File: config.mk
export PLATFORM = sky130hd
export DESIGN_NAME = joybus_port_scheduler
export DESIGN_NICKNAME = d
export VERILOG_FILES = /design/src/rtl/joybus_pkg.sv /design/src/rtl/joybus_rr_arbiter.sv /design/src/rtl/joybus_port_scheduler.sv
export SDC_FILE = /design/constraint.sdc
export NUM_CORES = 1
export LEC_CHECK = 0
export BUFFER_PORTS_ARGS = -buffer_cell sky130_fd_sc_hd__buf_2
export CAP_MARGIN = 25
export CORE_MARGIN = 8
export CORE_UTILIZATION = 35
export CTS_CLUSTER_DIAMETER = 40
export DETAILED_ROUTE_END_ITERATION = 16
export PLACE_DENSITY_LB_ADDON = 0.1
export RECOVER_POWER = 25
export SLEW_MARGIN = 20
export SYNTH_ARGS = -nofsm -noshare
export SYNTH_HDL_FRONTEND = slang
export SYNTH_SLANG_ARGS = --single-unit
File: constraint.sdc
create_clock -name clock -period 2.02 [get_ports clock]
set_input_delay 0 -clock clock [delete_from_list [all_inputs] [get_ports clock]]
set_output_delay 0 -clock clock [all_outputs]
set_load 0.02 [all_outputs]
File: src/rtl/joybus_pkg.sv
// joybus_pkg: shared types and constants for the joybus port scheduler and
// its round-robin arbiter (FSM state encoding, completion status codes,
// joybus command bytes).
package joybus_pkg;

  localparam int MAX_PORTS = 4;

  typedef enum logic [2:0] {
    IDLE  = 3'd0,
    ARB   = 3'd1,
    ISSUE = 3'd2,
    WAIT  = 3'd3,
    GAP   = 3'd4
  } state_t;

  typedef enum logic [1:0] {
    RESP_OK       = 2'd0,
    RESP_NO_REPLY = 2'd1,
    RESP_TIMEOUT  = 2'd2,
    RESP_POLL_OK  = 2'd3
  } resp_status_t;

  localparam logic [7:0] CMD_STATUS = 8'h00;
  localparam logic [7:0] CMD_READ   = 8'h02;
  localparam logic [7:0] CMD_WRITE  = 8'h03;
  localparam logic [7:0] CMD_RESET  = 8'hFF;

endpackage

File: src/rtl/joybus_rr_arbiter.sv
// joybus_rr_arbiter: combinational round-robin pick. Returns the first set
// bit of req at or after ptr, wrapping modulo NUM_PORTS.
//   req  in  4  candidate bits (bits >= NUM_PORTS must be 0)
//   ptr  in  2  search start, must be < NUM_PORTS
//   pick out 2  chosen index (0 when none)
//   any  out 1  at least one candidate set
module joybus_rr_arbiter #(
  parameter int NUM_PORTS = 4
) (
  input  logic [3:0] req,
  input  logic [1:0] ptr,
  output logic [1:0] pick,
  output logic       any
);

  logic [1:0] idx [NUM_PORTS];

  // Visit order ptr, ptr+1, ... wrapped; ptr < NUM_PORTS so one subtract suffices.
  for (genvar i = 0; i < NUM_PORTS; i++) begin : g_idx
    logic [2:0] sum;
    assign sum    = {1'b0, ptr} + 3'(i);
    assign idx[i] = (sum >= 3'(NUM_PORTS)) ? 2'(sum - 3'(NUM_PORTS)) : sum[1:0];
  end

  always_comb begin
    pick = '0;
    any  = 1'b0;
    for (int i = 0; i < NUM_PORTS; i++) begin
      if (!any && req[idx[i]]) begin
        any  = 1'b1;
        pick = idx[i];
      end
    end
  end

endmodule

File: src/rtl/joybus_port_scheduler.sv
// joybus_port_scheduler: arbitrates NUM_PORTS joybus ports onto one shared
// transceiver engine, round-robin, with inter-frame gap and reply timeout.
// Optional autopoll (define JOYBUS_AUTOPOLL_EN) issues periodic status polls.
//   clock, reset (sync, active high)
//   req_valid/req_cmd  in   per-port command requests; req_ready grant pulse
//   eng_start/eng_port/eng_cmd/eng_abort  out  engine control
//   eng_done/eng_rx_ok  in  engine completion
//   resp_valid/resp_port/resp_status  out  one completion per transaction
//   port_present  out  last known presence per port
// All pulse outputs are registered: eng_start/req_ready appear the cycle
// after ISSUE, resp_valid the cycle after eng_done or expiry.
module joybus_port_scheduler
  import joybus_pkg::*;
#(
  parameter int NUM_PORTS   = 4,
  parameter int GAP_CYC     = 100,
  parameter int TIMEOUT_CYC = 5000,
  parameter int POLL_PERIOD = 833333
) (
  input  logic                   clock,
  input  logic                   reset,
  input  logic [NUM_PORTS-1:0]   req_valid,
  input  logic [8*NUM_PORTS-1:0] req_cmd,
  output logic [NUM_PORTS-1:0]   req_ready,
  output logic                   eng_start,
  output logic [1:0]             eng_port,
  output logic [7:0]             eng_cmd,
  input  logic                   eng_done,
  input  logic                   eng_rx_ok,
  output logic                   eng_abort,
  output logic                   resp_valid,
  output logic [1:0]             resp_port,
  output logic [1:0]             resp_status,
  output logic [NUM_PORTS-1:0]   port_present
);

  if (NUM_PORTS < 2 || NUM_PORTS > MAX_PORTS || POLL_PERIOD < 2) begin : g_cfg_err
    $error("joybus_port_scheduler: unsupported parameter set");
  end

  state_t state, state_nxt;
  logic [3:0]  req_pad, poll_pad, cand, rdy, pres;
  logic [31:0] cmd_pad, cnt;
  logic [1:0]  rr_ptr, rr_next, pick;
  logic        any, is_poll;
  logic [NUM_PORTS-1:0] poll_pending;

  assign req_pad  = 4'(req_valid);
  assign poll_pad = 4'(poll_pending);
  assign cmd_pad  = 32'(req_cmd);
  assign cand     = req_pad | poll_pad;
  assign rr_next  = (eng_port == 2'(NUM_PORTS - 1)) ? 2'd0 : eng_port + 2'd1;

  assign req_ready    = rdy[NUM_PORTS-1:0];
  assign port_present = pres[NUM_PORTS-1:0];

  joybus_rr_arbiter #(.NUM_PORTS(NUM_PORTS)) u_arb (
    .req  (cand),
    .ptr  (rr_ptr),
    .pick (pick),
    .any  (any)
  );

  always_ff @(posedge clock) begin
    if (reset) state <= IDLE;
    else       state <= state_nxt;
  end

  always_comb begin
    state_nxt = state;
    case (state)
      IDLE:    if (any) state_nxt = ARB;
      ARB:     state_nxt = any ? ISSUE : IDLE;
      ISSUE:   state_nxt = WAIT;
      WAIT:    if (eng_done || cnt == '0) state_nxt = GAP;
      GAP:     if (cnt == '0) state_nxt = IDLE;
      default: state_nxt = IDLE;
    endcase
  end

  // One counter serves both the reply timeout (WAIT) and the gap (GAP).
  always_ff @(posedge clock) begin
    if (reset) begin
      eng_start   <= 1'b0;
      eng_abort   <= 1'b0;
      resp_valid  <= 1'b0;
      rdy         <= '0;
      eng_port    <= '0;
      eng_cmd     <= '0;
      resp_port   <= '0;
      resp_status <= '0;
      pres        <= '0;
      rr_ptr      <= '0;
      is_poll     <= 1'b0;
      cnt         <= '0;
    end else begin
      eng_start  <= 1'b0;
      eng_abort  <= 1'b0;
      resp_valid <= 1'b0;
      rdy        <= '0;
      case (state)
        ARB: if (any) begin
          // Host request beats a pending poll on the same port.
          eng_port <= pick;
          is_poll  <= !req_pad[pick];
          eng_cmd  <= req_pad[pick] ? cmd_pad[{pick, 3'b000} +: 8] : CMD_STATUS;
        end
        ISSUE: begin
          eng_start     <= 1'b1;
          rdy[eng_port] <= !is_poll;
          cnt           <= 32'(TIMEOUT_CYC - 1);
        end
        WAIT: begin
          cnt <= cnt - 32'd1;
          if (eng_done || cnt == '0) begin
            resp_valid <= 1'b1;
            resp_port  <= eng_port;
            rr_ptr     <= rr_next;
            cnt        <= 32'(GAP_CYC - 1);
            if (eng_done) begin
              // eng_done wins a same-cycle race with expiry.
              pres[eng_port] <= eng_rx_ok;
              resp_status    <= !eng_rx_ok ? RESP_NO_REPLY :
                                is_poll    ? RESP_POLL_OK  : RESP_OK;
            end else begin
              eng_abort      <= 1'b1;
              pres[eng_port] <= 1'b0;
              resp_status    <= RESP_TIMEOUT;
            end
          end
        end
        GAP:     cnt <= cnt - 32'd1;
        default: ;
      endcase
    end
  end

`ifdef JOYBUS_AUTOPOLL_EN
  logic [31:0]          poll_tmr;
  logic                 poll_wrap;
  logic [NUM_PORTS-1:0] poll_clr;

  assign poll_wrap = (poll_tmr == 32'(POLL_PERIOD - 1));

  always_comb begin
    poll_clr = '0;
    for (int i = 0; i < NUM_PORTS; i++)
      poll_clr[i] = (state == ISSUE) && is_poll && (eng_port == 2'(i));
  end

  // A wrap re-arms every port; an already pending poll simply stays pending.
  always_ff @(posedge clock) begin
    if (reset) begin
      poll_tmr     <= '0;
      poll_pending <= '0;
    end else begin
      poll_tmr     <= poll_wrap ? '0 : poll_tmr + 32'd1;
      poll_pending <= (poll_pending & ~poll_clr) | {NUM_PORTS{poll_wrap}};
    end
  end
`else
  assign poll_pending = '0;
`endif

endmodule
==> flow_metrics.env <==
export IMPL_status="finished with violations"
export IMPL_violations="setup timing"
export IMPL_synth_seq_cells=63
export IMPL_fin_ws_ps=-100
export IMPL_route_detailed_drc=0
export IMPL_clock_sinks=63
export IMPL_clkTransAtPathRegs_ps=70
export IMPL_io_buffers=64
export IMPL_clock_latency_ps=350
export IMPL_peakVddDrop_v=0.000744
export IMPL_fin_cells=615
export IMPL_fin_tns_setup_ps=-1810
export IMPL_routed_wl_mm=9.78
export IMPL_yosys_mux_area_fraction_pct=5.94
export IMPL_antenna_found_initial=0
export IMPL_worst_hold_slack_ps=37.1
export IMPL_critPathKind="reg -> reg"
export IMPL_synth_compound_area_share_pct=16.1
export IMPL_syn2layout_area_growth_pct=51.5
export IMPL_postSynthAreaPerCell_um2=8.95
export IMPL_fin_nets=544
export IMPL_fin_crit_sh_pct=105
export IMPL_place_hpwl_mm=6.23
export IMPL_yosysTopAreaCell="dfxtp_1"
export IMPL_synth_common_cells="dfxtp_1, nor2_1, mux2i_1"
export IMPL_grt_overflow=0
export IMPL_grt_pass1_vias=3280
export IMPL_start_util_pct=35.3
export IMPL_dieArea_mm2=0.0125
export IMPL_synthAdderAreaFrac_pct=1.95
export IMPL_num_antenna_cells=0
export IMPL_cp_arrival_ps=2320
export IMPL_numCtsBuffers=9
export IMPL_drv_slew=0
export IMPL_synth_top_area_share_pct=39.4
export IMPL_routed_wl_met2_mm=4.77
export IMPL_grt_usage_pct=15.5
export IMPL_chipHeight_um=112
export IMPL_async_flop_share_pct=0
export IMPL_ys_top_cells_by_area="dfxtp_1, mux2i_1, nor2_1"
export IMPL_core_area_mm2=0.00906
export IMPL_final_setup_viol_count=35
export IMPL_finalHoldViolCount=0
export IMPL_globalplace_congestion=0.752
export IMPL_holdCritPathClass="in -> reg"
export IMPL_syn_area_mm2=0.00320
export IMPL_synth_top_family_by_area="simple AND/OR/NAND/NOR gates"
export IMPL_wl_met3_um=449
export IMPL_wl_per_cell_um=15.9
export IMPL_cp_end_kind="register"
export IMPL_clockBufferDepth=2
export IMPL_slew_headroom_pct=55.5
export IMPL_cts_htree_levels=3
export IMPL_vias=3233
export IMPL_synth_seq_area_share_pct=39.4
export IMPL_synthXorXnorAreaFrac_pct=6.02
export IMPL_rsz0062_at_grt="yes"
export IMPL_drt_antenna_violating_nets=0
export IMPL_ioPinCount=65
export IMPL_power_density_mw_per_mm2=1790
export IMPL_power_leakage_nw=1.97
export IMPL_drt_met1_wl_mm=4.33
export IMPL_pre_cts_ws_ps=-116
export IMPL_place_inst=556
export IMPL_drtPass1Iterations=4
export IMPL_worst_ep_required_time_ps=2220
export IMPL_synthSimpleGateAreaFrac_pct=26.6
export IMPL_synth_cell_type_count=57
export IMPL_crit_fanout=5
export IMPL_ys_flop_type="dfxtp_1"
export IMPL_tightest_slew_ps=662
export IMPL_avgViaCountPerCell=5.26
export IMPL_skew_ps=9.96
export IMPL_final_min_clock_period_ps=2120
export IMPL_syn_nets=403
export IMPL_grt_pass1_wl_mm=15.8
export IMPL_cts_root_buf="clkbuf_8"
export IMPL_synth_edf_count=0
export IMPL_grt_max_degree=31
export IMPL_die_w_um=112
export IMPL_dr_max_layer_used="met4"
export IMPL_fmax_mhz=472
export IMPL_critPathLaunchType="register"
export IMPL_synth_most_common_cell="dfxtp_1"
export IMPL_dr_first_iter_drc_count=133
export IMPL_tritoncts="built"
export IMPL_layout_drive_gt1_share_pct=34.1
export IMPL_syn_inst=358
export IMPL_rows=35
export IMPL_maxCapViolCount=0
export IMPL_yosys_warnings=0
worst max-delay path, stage by stage, from the launching register on:
cell      delay (ps)
dfxtp_2          320
or4_4            510
or3_4            430
o41a_4           400
nor2_4           110
buf_4            140
a311oi_1          80
report_power, final:
part / switching, W / internal [W]
logic: 0.00279 / 0.00248
clock network: 0.000530 / 0.000948
registers: 0.000313 / 0.00162
total: 0.00364 / 0.00504
registers in the layout, summed over array words and instances, names as in the netlist:
name,count
resp_port,2
eng_cmd,8
eng_port,2
rr_ptr,2
resp_status,2
port_present,4
resp_valid,1
eng_abort,1
cnt,32
req_ready,4
is_poll,1
eng_start,1
state,3
final cells by class:
class,instances,area [um2]
fill,824,4210
clock buffer,9,124
sequential,63,1270
inverter,10,37.5
tap,111,139
timing repair buffer,150,1120
multi-input combinational,265,2020
clock inverter,7,145
cell usage in the layout (no fill, tap or decap), types with 5 or more instances in the layout:
| cell type | n |
|---|---|
| a21oi_1 | 16 |
| a311oi_1 | 5 |
| and2_1 | 5 |
| buf_2 | 53 |
| buf_4 | 43 |
| buf_6 | 6 |
| clkbuf_1 | 11 |
| clkbuf_8 | 9 |
| dfxtp_1 | 57 |
| dfxtp_2 | 6 |
| dlygate4sd3_1 | 33 |
| inv_1 | 9 |
| mux2i_1 | 19 |
| nand2_1 | 17 |
| nand3_1 | 5 |
| nand3b_1 | 14 |
| nand4_1 | 6 |
| nor2_1 | 33 |
| nor2_4 | 11 |
| nor3_1 | 9 |
| nor4_1 | 9 |
| nor4_2 | 5 |
| o21ai_0 | 10 |
| o221ai_1 | 8 |
| or4_1 | 5 |
| xnor2_1 | 6 |
| xor2_1 | 15 |
worst paths after layout:
check	start	end	slack, ps	cells after the start
worst max-delay path	cnt[9]$_SDFFE_PP0P_	port_present[0]$_SDFFE_PP0P_	-100	6
worst min-delay path	eng_rx_ok	port_present[2]$_SDFFE_PP0P_	40	3
worst max register to register	cnt[9]$_SDFFE_PP0P_	port_present[0]$_SDFFE_PP0P_	-100	6
worst min register to register	resp_status[1]$_SDFFE_PP0P_	resp_status[1]$_SDFFE_PP0P_	480	1
per-stage QoR:
stage          util (%)  instance area (um2)  power [W]
3_3_place_gp       43.2                 3920    0.00625
6_report           53.5                 4850    0.00868
2_1_floorplan         -                 3200    0.00476
5_1_grt            53.5                 4850    0.00926
4_1_cts            50.0                 4540    0.00784
3_5_place_dp       43.2                 3920    0.00626
per-layer routing:
| layer | global-route usage (%) | up-vias |
|---|---|---|
| li1 | - | 1603 |
| met1 | 18.2 | 1530 |
| met2 | 25.3 | 77 |
| met3 | 5.30 | 23 |
| met4 | 6.47 | 0 |
| met5 | 0 | - |
cell families (layout without fill, tap and decap cells):
logic type / after synthesis / in the layout
xor+xnor: 22 / 22
flops: 63 / 63
compound gates: 69 / 69
simple gates: 150 / 150
mux: 19 / 19
fa+ha+maj: 5 / 5
buf+inv: 30 / 176
repair_timing:
item	CTS	global route
endpoints found under the setup margin	29	48
pin swaps	2	17
hold buffers	33	0
gates cloned	0	3
gates resized for setup	3	53
buffers inserted	1	6
endpoints found under the hold margin	10	0
Power figures use the tool's default switching activity.
